## config.mk

```make
export PLATFORM = sky130hd
export DESIGN_NAME = pipe_hazard_ctrl_flat
export DESIGN_NICKNAME = d
export VERILOG_FILES = /design/src/rtl/hazard_pkg.sv /design/src/rtl/pipe_hazard_ctrl_if.sv /design/src/rtl/lu_detect.sv /design/src/rtl/pipe_hazard_ctrl.sv /design/src/flat_wrapper.sv
export SDC_FILE = /design/constraint.sdc
export NUM_CORES = 1
export LEC_CHECK = 0
export CAP_MARGIN = 5
export CORE_MARGIN = 2
export CORE_UTILIZATION = 54
export CTS_CLUSTER_DIAMETER = 40
export DETAILED_ROUTE_END_ITERATION = 12
export GPL_TIMING_DRIVEN = 0
export PLACE_DENSITY = 0.86
export SETUP_SLACK_MARGIN = 0.3
export SLEW_MARGIN = 40
export SYNTH_ARGS = -nofsm -noshare
export SYNTH_HDL_FRONTEND = slang
export SYNTH_SLANG_ARGS = --single-unit
```

## constraint.sdc

```tcl
create_clock -name clk -period 3.6 [get_ports clk]
set_input_delay 0.72 -clock clk [delete_from_list [all_inputs] [get_ports clk]]
set_output_delay 0.72 -clock clk [all_outputs]
set_load 0.1 [all_outputs]
```

## src/rtl/hazard_pkg.sv

```systemverilog
// hazard_pkg: shared state encoding and instruction constants for the pipeline control blocks
package hazard_pkg;
   typedef enum logic [1:0] {
      RUN      = 2'd0,
      LU_STALL = 2'd1,
      MEM_WAIT = 2'd2,
      ERROR    = 2'd3
   } state_t;
   localparam logic [4:0] REG_ZERO = 5'd0;
   localparam logic [5:0] OP_RTYPE = 6'h00;
   localparam logic [5:0] OP_J     = 6'h02;
   localparam logic [5:0] OP_BEQ   = 6'h04;
   localparam logic [5:0] OP_ADDI  = 6'h08;
   localparam logic [5:0] OP_LW    = 6'h23;
   localparam logic [5:0] OP_SW    = 6'h2b;
endpackage

```

## src/rtl/pipe_hazard_ctrl_if.sv

```systemverilog
// pipe_hazard_ctrl_if: hazard inputs from the pipeline and stage enable/flush controls back to it
interface pipe_hazard_ctrl_if #(parameter int CNT_W = 32);
   logic [4:0]       i_id_rs;
   logic [4:0]       i_id_rt;
   logic             i_id_uses_rt;
   logic [4:0]       i_id_ex_rt;
   logic             i_id_ex_memread;
   logic             i_ex_branch_taken;
   logic             i_ex_mem_memaccess;
   logic             i_dmem_ready;
   logic             o_pc_en;
   logic             o_if_id_en;
   logic             o_if_id_flush;
   logic             o_id_ex_en;
   logic             o_id_ex_flush;
   logic             o_ex_mem_en;
   logic             o_mem_wb_bubble;
   logic             o_mem_timeout_err;
   logic [CNT_W-1:0] o_stall_cnt;
   logic [CNT_W-1:0] o_flush_cnt;
   modport master (
      output i_id_rs, i_id_rt, i_id_uses_rt, i_id_ex_rt, i_id_ex_memread,
             i_ex_branch_taken, i_ex_mem_memaccess, i_dmem_ready,
      input  o_pc_en, o_if_id_en, o_if_id_flush, o_id_ex_en, o_id_ex_flush,
             o_ex_mem_en, o_mem_wb_bubble, o_mem_timeout_err, o_stall_cnt, o_flush_cnt
   );
   modport slave (
      input  i_id_rs, i_id_rt, i_id_uses_rt, i_id_ex_rt, i_id_ex_memread,
             i_ex_branch_taken, i_ex_mem_memaccess, i_dmem_ready,
      output o_pc_en, o_if_id_en, o_if_id_flush, o_id_ex_en, o_id_ex_flush,
             o_ex_mem_en, o_mem_wb_bubble, o_mem_timeout_err, o_stall_cnt, o_flush_cnt
   );
endinterface

```

## src/rtl/lu_detect.sv

```systemverilog
// lu_detect: flags an ID instruction reading the destination of a load currently in EX
module lu_detect
   import hazard_pkg::*;
(
   input  logic [4:0] i_id_rs,
   input  logic [4:0] i_id_rt,
   input  logic       i_id_uses_rt,
   input  logic [4:0] i_id_ex_rt,
   input  logic       i_id_ex_memread,
   output logic       o_lu
);
   assign o_lu = i_id_ex_memread && i_id_ex_rt != REG_ZERO &&
                 (i_id_ex_rt == i_id_rs || (i_id_uses_rt && i_id_ex_rt == i_id_rt));
endmodule

```

## src/rtl/pipe_hazard_ctrl.sv

```systemverilog
// pipe_hazard_ctrl: stall/flush sequencer for load-use, taken branch and multi-cycle data memory
module pipe_hazard_ctrl
   import hazard_pkg::*;
#(
   parameter int LU_BUBBLES  = 1,
   parameter int MEM_TIMEOUT = 16,
   parameter int CNT_W       = 32
) (
   input  logic              clk,
   input  logic              rst_n,
   pipe_hazard_ctrl_if.slave bus
);
   localparam int WAIT_W = $clog2(MEM_TIMEOUT);
   state_t             r_state;
   logic [1:0]         r_lu_left;
   logic [WAIT_W-1:0]  r_wait_cnt;
   logic [CNT_W-1:0]   r_stall_cnt;
   logic [CNT_W-1:0]   r_flush_cnt;
   logic               w_lu;
   logic               w_mem_stall;
   logic               w_freeze;
   logic               w_branch;
   logic               w_lu_stall;
   logic               w_pc_en;

   lu_detect u_lu (
      .i_id_rs         (bus.i_id_rs),
      .i_id_rt         (bus.i_id_rt),
      .i_id_uses_rt    (bus.i_id_uses_rt),
      .i_id_ex_rt      (bus.i_id_ex_rt),
      .i_id_ex_memread (bus.i_id_ex_memread),
      .o_lu            (w_lu)
   );

   assign w_mem_stall = bus.i_ex_mem_memaccess && !bus.i_dmem_ready;
   // a pending memory access outranks everything, including an in-progress load-use stall
   assign w_freeze    = r_state == ERROR || (r_state == MEM_WAIT && !bus.i_dmem_ready) ||
                        ((r_state == RUN || r_state == LU_STALL) && w_mem_stall);
   assign w_branch    = r_state == RUN && !w_mem_stall && bus.i_ex_branch_taken;
   assign w_lu_stall  = !w_freeze && (r_state == LU_STALL || (r_state == RUN && !w_branch && w_lu));
   assign w_pc_en     = rst_n && !w_freeze && !w_lu_stall;

   assign bus.o_pc_en           = w_pc_en;
   assign bus.o_if_id_en        = w_pc_en;
   assign bus.o_id_ex_en        = rst_n && !w_freeze;
   assign bus.o_ex_mem_en       = rst_n && !w_freeze;
   assign bus.o_if_id_flush     = !rst_n || w_branch;
   assign bus.o_id_ex_flush     = !rst_n || w_branch || w_lu_stall;
   assign bus.o_mem_wb_bubble   = !rst_n || w_freeze;
   assign bus.o_mem_timeout_err = r_state == ERROR;
   assign bus.o_stall_cnt       = r_stall_cnt;
   assign bus.o_flush_cnt       = r_flush_cnt;

   always_ff @(posedge clk) begin
      if (!rst_n) begin
         r_state     <= RUN;
         r_lu_left   <= '0;
         r_wait_cnt  <= '0;
         r_stall_cnt <= '0;
         r_flush_cnt <= '0;
      end else begin
         if (!w_pc_en && r_stall_cnt != '1) r_stall_cnt <= r_stall_cnt + 1'b1;
         if (w_branch && r_flush_cnt != '1) r_flush_cnt <= r_flush_cnt + 1'b1;
         case (r_state)
            RUN: begin
               if (w_mem_stall) begin
                  r_state    <= MEM_WAIT;
                  r_wait_cnt <= WAIT_W'(1);
               end else if (w_lu_stall && LU_BUBBLES > 1) begin
                  r_state   <= LU_STALL;
                  r_lu_left <= 2'(LU_BUBBLES - 1);
               end
            end
            LU_STALL: begin
               if (w_mem_stall) begin
                  r_state    <= MEM_WAIT;
                  r_wait_cnt <= WAIT_W'(1);
               end else begin
                  r_lu_left <= r_lu_left - 2'd1;
                  if (r_lu_left == 2'd1) r_state <= RUN;
               end
            end
            MEM_WAIT: begin
               if (!bus.i_dmem_ready) begin
                  r_wait_cnt <= r_wait_cnt + 1'b1;
                  if (r_wait_cnt == WAIT_W'(MEM_TIMEOUT - 1)) r_state <= ERROR;
               end else begin
                  r_wait_cnt <= '0;
                  r_state    <= r_lu_left != 2'd0 ? LU_STALL : RUN;
               end
            end
            default: ;
         endcase
      end
   end
endmodule

```

## src/flat_wrapper.sv

```systemverilog
// flat-port wrapper written by rule: the top's interface ports become plain ports
module pipe_hazard_ctrl_flat import hazard_pkg::*;
#(
   parameter int LU_BUBBLES  = 1,
   parameter int MEM_TIMEOUT = 16,
   parameter int CNT_W       = 32
)
  (clk, rst_n, bus_i_id_rs, bus_i_id_rt, bus_i_id_uses_rt, bus_i_id_ex_rt, bus_i_id_ex_memread, bus_i_ex_branch_taken, bus_i_ex_mem_memaccess, bus_i_dmem_ready, bus_o_pc_en, bus_o_if_id_en, bus_o_if_id_flush, bus_o_id_ex_en, bus_o_id_ex_flush, bus_o_ex_mem_en, bus_o_mem_wb_bubble, bus_o_mem_timeout_err, bus_o_stall_cnt, bus_o_flush_cnt);
  pipe_hazard_ctrl_if #(.CNT_W(CNT_W)) bus_i ();
  input  logic clk;
  input  logic rst_n;
  input wire logic [$bits(bus_i.i_id_rs)-1:0] bus_i_id_rs;
  input wire logic [$bits(bus_i.i_id_rt)-1:0] bus_i_id_rt;
  input wire logic [$bits(bus_i.i_id_uses_rt)-1:0] bus_i_id_uses_rt;
  input wire logic [$bits(bus_i.i_id_ex_rt)-1:0] bus_i_id_ex_rt;
  input wire logic [$bits(bus_i.i_id_ex_memread)-1:0] bus_i_id_ex_memread;
  input wire logic [$bits(bus_i.i_ex_branch_taken)-1:0] bus_i_ex_branch_taken;
  input wire logic [$bits(bus_i.i_ex_mem_memaccess)-1:0] bus_i_ex_mem_memaccess;
  input wire logic [$bits(bus_i.i_dmem_ready)-1:0] bus_i_dmem_ready;
  output wire logic [$bits(bus_i.o_pc_en)-1:0] bus_o_pc_en;
  output wire logic [$bits(bus_i.o_if_id_en)-1:0] bus_o_if_id_en;
  output wire logic [$bits(bus_i.o_if_id_flush)-1:0] bus_o_if_id_flush;
  output wire logic [$bits(bus_i.o_id_ex_en)-1:0] bus_o_id_ex_en;
  output wire logic [$bits(bus_i.o_id_ex_flush)-1:0] bus_o_id_ex_flush;
  output wire logic [$bits(bus_i.o_ex_mem_en)-1:0] bus_o_ex_mem_en;
  output wire logic [$bits(bus_i.o_mem_wb_bubble)-1:0] bus_o_mem_wb_bubble;
  output wire logic [$bits(bus_i.o_mem_timeout_err)-1:0] bus_o_mem_timeout_err;
  output wire logic [$bits(bus_i.o_stall_cnt)-1:0] bus_o_stall_cnt;
  output wire logic [$bits(bus_i.o_flush_cnt)-1:0] bus_o_flush_cnt;
  assign bus_i.i_id_rs = bus_i_id_rs;
  assign bus_i.i_id_rt = bus_i_id_rt;
  assign bus_i.i_id_uses_rt = bus_i_id_uses_rt;
  assign bus_i.i_id_ex_rt = bus_i_id_ex_rt;
  assign bus_i.i_id_ex_memread = bus_i_id_ex_memread;
  assign bus_i.i_ex_branch_taken = bus_i_ex_branch_taken;
  assign bus_i.i_ex_mem_memaccess = bus_i_ex_mem_memaccess;
  assign bus_i.i_dmem_ready = bus_i_dmem_ready;
  assign bus_o_pc_en = bus_i.o_pc_en;
  assign bus_o_if_id_en = bus_i.o_if_id_en;
  assign bus_o_if_id_flush = bus_i.o_if_id_flush;
  assign bus_o_id_ex_en = bus_i.o_id_ex_en;
  assign bus_o_id_ex_flush = bus_i.o_id_ex_flush;
  assign bus_o_ex_mem_en = bus_i.o_ex_mem_en;
  assign bus_o_mem_wb_bubble = bus_i.o_mem_wb_bubble;
  assign bus_o_mem_timeout_err = bus_i.o_mem_timeout_err;
  assign bus_o_stall_cnt = bus_i.o_stall_cnt;
  assign bus_o_flush_cnt = bus_i.o_flush_cnt;
  pipe_hazard_ctrl #(.LU_BUBBLES(LU_BUBBLES), .MEM_TIMEOUT(MEM_TIMEOUT), .CNT_W(CNT_W)) u_core (.clk(clk), .rst_n(rst_n), .bus(bus_i));
endmodule
```

=== Word level (Yosys, flattened, before mapping) ===
Cells that the tools add are included.

* Add/sub/neg operators: 4
* Equal/unequal tests: 13
* Muxes and demuxes: 10
* Bitwise logic cells: 1
* Reduce and logical (&&, ||, !) cells: 39

{| class="wikitable"
|+ Operators by type and width
! cell !! count
|-
| $add 32x1->32 const B || 2
|-
| $ne 32x32->1 const B || 2
|-
| $logic_and 1x1->1 || 15
|-
| $eq 5x5->1 || 2
|-
| $mux 2 || 5
|-
| $logic_or 1x1->1 || 8
|-
| $mux 4 || 2
|-
| $pmux 4 s2 || 1
|-
| $logic_not 1->1 || 7
|-
| $pmux 2 s3 || 1
|-
| $reduce_bool 5->1 || 1
|-
| $add 4x1->4 const B || 1
|-
| $eq 2x1->1 const B || 2
|-
| $eq 2x2->1 const B || 2
|-
| $eq 4x4->1 const B || 1
|-
| $ne 2x1->1 const B || 2
|-
| $reduce_and 2->1 || 2
|-
| $reduce_and 4->1 || 1
|-
| $reduce_bool 2->1 || 2
|-
| $ne 3x2->1 const B || 1
|-
| $ne 3x3->1 const B || 1
|-
| $reduce_bool 3->1 || 1
|-
| $logic_not 2->1 || 1
|-
| $reduce_or 2->1 || 1
|-
| other kinds (3) || 3
|}

* Register bits after elaboration: 72
* Bits of input ports: 22
* Logic and storage cells: 72

=== Logic depth before layout (Yosys ltp) ===
* Word-level depth: 14
* Mapped depth: 11
* Mapped depth without buffers: 9

=== Cells and area by module ===
Synthesis repeated with hierarchy kept, for this count alone.

* Cell total of the unflattened synthesis: 494
* Area, all modules: 4,125.2 um^2

{| class="wikitable"
|+ Modules (own cells, without submodules)
! module !! times used !! cells each !! area an instance (um^2) !! seq. area each (um^2)
|-
| pipe_hazard_ctrl || 1 || 477 || 3,992.6 || 1,441.4
|-
| lu_detect || 1 || 17 || 132.6 || 0.0
|}

=== Worst setup path after synthesis ===
OpenSTA, ideal clock, no wires.

* Kind: input to output
* Start point: input port bus_i_dmem_ready
* End point: output port bus_o_id_ex_en
* Arrival: 4.154 ns
* Data required time: 2.880 ns
* Setup slack: -1.274 ns
* Stages on the path: 5
* Buffers on the path: 2
* Path through: nand2b_1 buf_2 o2111ai_1 inv_1 buf_4

* Word-level cells in the longest chain between the ends: 6
* Elaborated cells between the ends (all ways): 8

{| class="wikitable"
|+ RTL lines
! what !! RTL line !! source
|-
| start: declaration || flat_wrapper.sv:19 || <nowiki>input wire logic [$bits(bus_i.i_dmem_ready)-1:0] bus_i_dmem_ready;</nowiki>
|-
| $logic_not 1->1 * || pipe_hazard_ctrl.sv:35, pipe_hazard_ctrl.sv:37 ||
|-
| $logic_and 1x1->1 (on tied branches) || pipe_hazard_ctrl.sv:37, pipe_hazard_ctrl.sv:35 ||
|-
| $logic_or 1x1->1 / $logic_and 1x1->1 (equally long branches) || pipe_hazard_ctrl.sv:37, pipe_hazard_ctrl.sv:38 ||
|-
| $logic_or 1x1->1 * || pipe_hazard_ctrl.sv:37 || <nowiki>assign w_freeze = r_state == ERROR || (r_state == MEM_WAIT && !bus.i_dmem_ready) ||</nowiki>
|-
| $logic_not 1->1 * || -- ||
|-
| $logic_and 1x1->1 * || -- ||
|-
| end: declaration || flat_wrapper.sv:23 || <nowiki>output wire logic [$bits(bus_i.o_id_ex_en)-1:0] bus_o_id_ex_en;</nowiki>
|}

Mark *: on every way between the ends. The rest lies on a longest branch, timed or not.

=== Final worst setup path ===
* Start point: input port bus_i_ex_mem_memaccess
* End point: output port bus_o_pc_en

* Word-level cells in the longest chain between the ends: 11
* Elaborated cells between the ends (all ways): 15

{| class="wikitable"
|+ RTL lines
! what !! RTL line !! source
|-
| start: declaration || flat_wrapper.sv:18 || <nowiki>input wire logic [$bits(bus_i.i_ex_mem_memaccess)-1:0] bus_i_ex_mem_memaccess;</nowiki>
|-
| $logic_and 1x1->1 * || pipe_hazard_ctrl.sv:35 || <nowiki>assign w_mem_stall = bus.i_ex_mem_memaccess && !bus.i_dmem_ready;</nowiki>
|-
| $logic_not 1->1 || pipe_hazard_ctrl.sv:39 || <nowiki>assign w_branch = r_state == RUN && !w_mem_stall && bus.i_ex_branch_taken;</nowiki>
|-
| $logic_and 1x1->1 (2 in a row) || pipe_hazard_ctrl.sv:39 ||
|-
| $logic_not 1->1 || pipe_hazard_ctrl.sv:40 || <nowiki>assign w_lu_stall = !w_freeze && (r_state == LU_STALL || (r_state == RUN && !w_branch && w_lu));</nowiki>
|-
| $logic_and 1x1->1 (2 in a row) || pipe_hazard_ctrl.sv:40 ||
|-
| $logic_or 1x1->1 || pipe_hazard_ctrl.sv:40 ||
|-
| $logic_and 1x1->1 || pipe_hazard_ctrl.sv:40 ||
|-
| $logic_not 1->1 || pipe_hazard_ctrl.sv:41 || <nowiki>assign w_pc_en = rst_n && !w_freeze && !w_lu_stall;</nowiki>
|-
| $logic_and 1x1->1 * || pipe_hazard_ctrl.sv:41 ||
|-
| end: declaration || flat_wrapper.sv:20 || <nowiki>output wire logic [$bits(bus_i.o_pc_en)-1:0] bus_o_pc_en;</nowiki>
|}

Marked as above.

==> summary.md <==
| Metric | Value |
|---|---|
| Period utilization | 0.905 |
| Clock Tree Buf Depth | 2 |
| Die Span X | 88.8 µm |
| Post-synthesis cell area | 3880 µm² |
| DRT Pass-1 Iters | 6 |
| Non-Filler Instances | 684 |
| TritonCTS clock tree | yes |
| Pleak | 1.99 nW |
| Gpl congestion | 0.909 |
| Max Cap Viol | 0 |
| Arrival time worst endpoint | 2.54 ns |
| Netlist cell types | 44 |
| Synthesis Warnings | 0 |
| Gr usage total | 0.274 |
| Nets | 614 |
| Worst Skew | 0.0134 ns |
| ANT nets after route | 0 |
| GRT overflow | 0 |
| H-tree Lvls | 3 |
| Initial drt markers | 325 |
| Power Density | 416 nW/µm² |
| # port buffers | 93 |
| Via/cell ratio | 5.99 |
| Post-DP HPWL | 7.41 mm |
| Relative slew slack | 0.487 |
| Synthesized Nets | 501 |
| Core area | 6870 µm² |
| Global-route wire length before repair | 17.1 mm |
| Area of the multi-input gates | 2320 µm² |
| Die H | 88.8 µm |
| Clock sink total | 72 |
| Routed WL per cell | 15.6 µm |
| Inst Count DP | 659 |
| Synth Register Bits | 72 |
| Largest net degree at the start of global routing | 13 |
| Skew-Pair Late Insertion Delay | 0.35 ns |
| Slew Viols, Final | 0 |
| Vias | 4095 |
| Number of global-route vias before repair | 3723 |
| Crit path kind | primary input to output port |
| RSZ-0062 raised after global routing | false |
| Final hold violations | 0 |
| Area growth syn-to-layout | 28.7% |
| Worst Setup Start Kind | primary input |
| Crit. End Element | output port |
| Fmax | 0.307 GHz |
| Row count | 30 |
| Num ports | 94 |
| Max IR drop VDD | 193 µV |
| Status | finished clean |
| Cts hold-fix bufs | 0 |
| CTS Root Cell | clkbuf_8 |
| Fillcell total | 557 |
| Share of layout cells above drive strength 1 | 0.214 |
| Initial antenna violation count | 0 |
| HP Class | flip-flop to flip-flop |
| CTS clk-pin slew, worst paths | 0.08 ns |
| Worst Max-Slew Pin Slew | 0.763 ns |
| Antenna diode count | 0 |
| Total power | 2.08 mW |
| Synth Instances | 470 |
| CTS Buf Count | 9 |
| Die area | 7880 µm² |
| Crit-path max FO | 9 |
| DRC | 0 |
| Final setup viols | 0 |
| Syn avg cell area | 8.25 µm² |
| Seq/Total Area, Yosys | 0.372 |
| Crit path required time | 2.88 ns |
| Tmin final | 3.26 ns |
| FF/Latch Area | 1440 µm² |
| Setup TNS | 0 ns |
| Detailed Route WL | 10.7 mm |
| Starting Density | 0.565 |
==> power by group <==
group / leakage (nW) / switching (mW) / internal [mW]
combinational: 1.30 / 0.347 / 0.161
sequential: 0.581 / 0.0183 / 0.812
clock: 0.113 / 0.311 / 0.430
==> state kept, by name (all words and copies together), names as in the netlist <==
| name | cells |
|---|---|
| u_core.bus.o_stall_cnt | 32 |
| u_core.r_lu_left | 2 |
| u_core.r_wait_cnt | 4 |
| u_core.bus.o_flush_cnt | 32 |
| u_core.r_state | 2 |
==> layout make-up <==
| cell class | count | share of cell area |
|---|---|---|
| clock buffers | 12 | 0.0311 |
| well taps | 96 | 0.0241 |
| clock inverters | 4 | 0.0153 |
| flip-flops and latches | 72 | 0.289 |
| plain buffers | 23 | 0.0303 |
| repair buffers | 102 | 0.135 |
| inverters | 13 | 0.0103 |
| multi-input cells | 362 | 0.465 |
==> routing by layer <==
layer  part of all wire  vias to the layer above  track usage  routed length, µm
li1                   -                     1952            -                  -
met1               0.44                     1924        0.369               4660
met2               0.47                      198        0.438               5020
met3              0.079                       21       0.0485                841
met4              0.017                        0        0.103                181
met5                  0                        -            0                  0
==> critical path, stage by stage <==
cell	delay, ns
clkdlybuf4s50_1	0.48
nand2b_1	0.05
buf_2	0.18
nand2_2	0.10
o2111ai_4	0.14
o21ai_4	0.23
inv_4	0.08
buf_8	0.14
buf_12	0.13
buf_6	0.11
buf_12	0.15
==> metrics by stage <==
step	setup WS (ns)	hold slack (ns)	cell area (µm²)	utilization
6_report	0.343	0.483	4990	0.727
3_5_place_dp	-0.305	0.478	4610	0.671
4_1_cts	0.214	0.487	4910	0.715
2_1_floorplan	0.152	0.449	3910	-
5_1_grt	0.282	0.522	4990	0.727
3_3_place_gp	-1.02	0.466	4960	0.722
==> cell families after synthesis <==
logic type | Yosys count | synth area share
flops | 72 | 0.372
compound gates | 83 | 0.134
fa+ha+maj | 9 | 0.0290
xor+xnor | 37 | 0.0835
buf+inv | 36 | 0.0452
mux | 8 | 0.0206
simple gates | 225 | 0.316
==> placed cells by master, fill, tap and decap left out, types with 16 or more instances in the layout <==
cell / n
nand3_1: 27
dfxtp_1: 72
a21oi_1: 38
nand2_1: 39
buf_2: 76
nor3_1: 16
xnor2_1: 17
xor2_1: 20
o31ai_1: 21
nor2_1: 39
or4_1: 22
nand4_1: 23
==> synthesized netlist by cell type, drive strengths merged <==
cell type	n	share of area
dfxtp	72	0.37
nand2	40	0.039
nor2	40	0.039
a21oi	38	0.049
nand3	27	0.035
nand4	24	0.040
or4	23	0.045
o31ai	22	0.044
xor2	20	0.045
xnor2	17	0.038
nor3	16	0.021
o21ai	13	0.020
and3	12	0.019
buf	12	0.022
inv	12	0.012
clkbuf	11	0.011
nor4	10	0.019
ha	9	0.029
nand2b	9	0.015
and4	8	0.018
mux2i	8	0.021
or3	7	0.011
and2	4	0.0065
nor2b	2	0.0032
o2111ai	2	0.0045
o211ai	2	0.0039
a311oi	1	0.0023
a31oi	1	0.0016
a32oi	1	0.0023
clkinv	1	0.00097
nand3b	1	0.0019
o211a	1	0.0026
o21a	1	0.0019
o31a	1	0.0023
or2	1	0.0016
or4b	1	0.0026
==> repair_timing <==
action                                  in CTS  in global routing
pin swaps                                    2                  3
setup buffers                                1                  8
endpoints found under the hold margin        0                  0
gates resized for setup                     21                 10
endpoints found under the setup margin       4                  4
==> path summary, 6_finish.rpt <==
| kind | start | to | cells after the start | slack (ns) |
|---|---|---|---|---|
| max | bus_i_ex_mem_memaccess | bus_o_pc_en | 11 | 0.34 |
| min | u_core.r_wait_cnt[1] | u_core.r_wait_cnt[1] | 2 | 0.48 |
| max reg2reg | u_core.bus.o_stall_cnt[0] | u_core.bus.o_stall_cnt[20] | 8 | 0.90 |
| min reg2reg | u_core.r_wait_cnt[1] | u_core.r_wait_cnt[1] | 2 | 0.48 |
No activity file was read; power rests on OpenSTA's default activity.
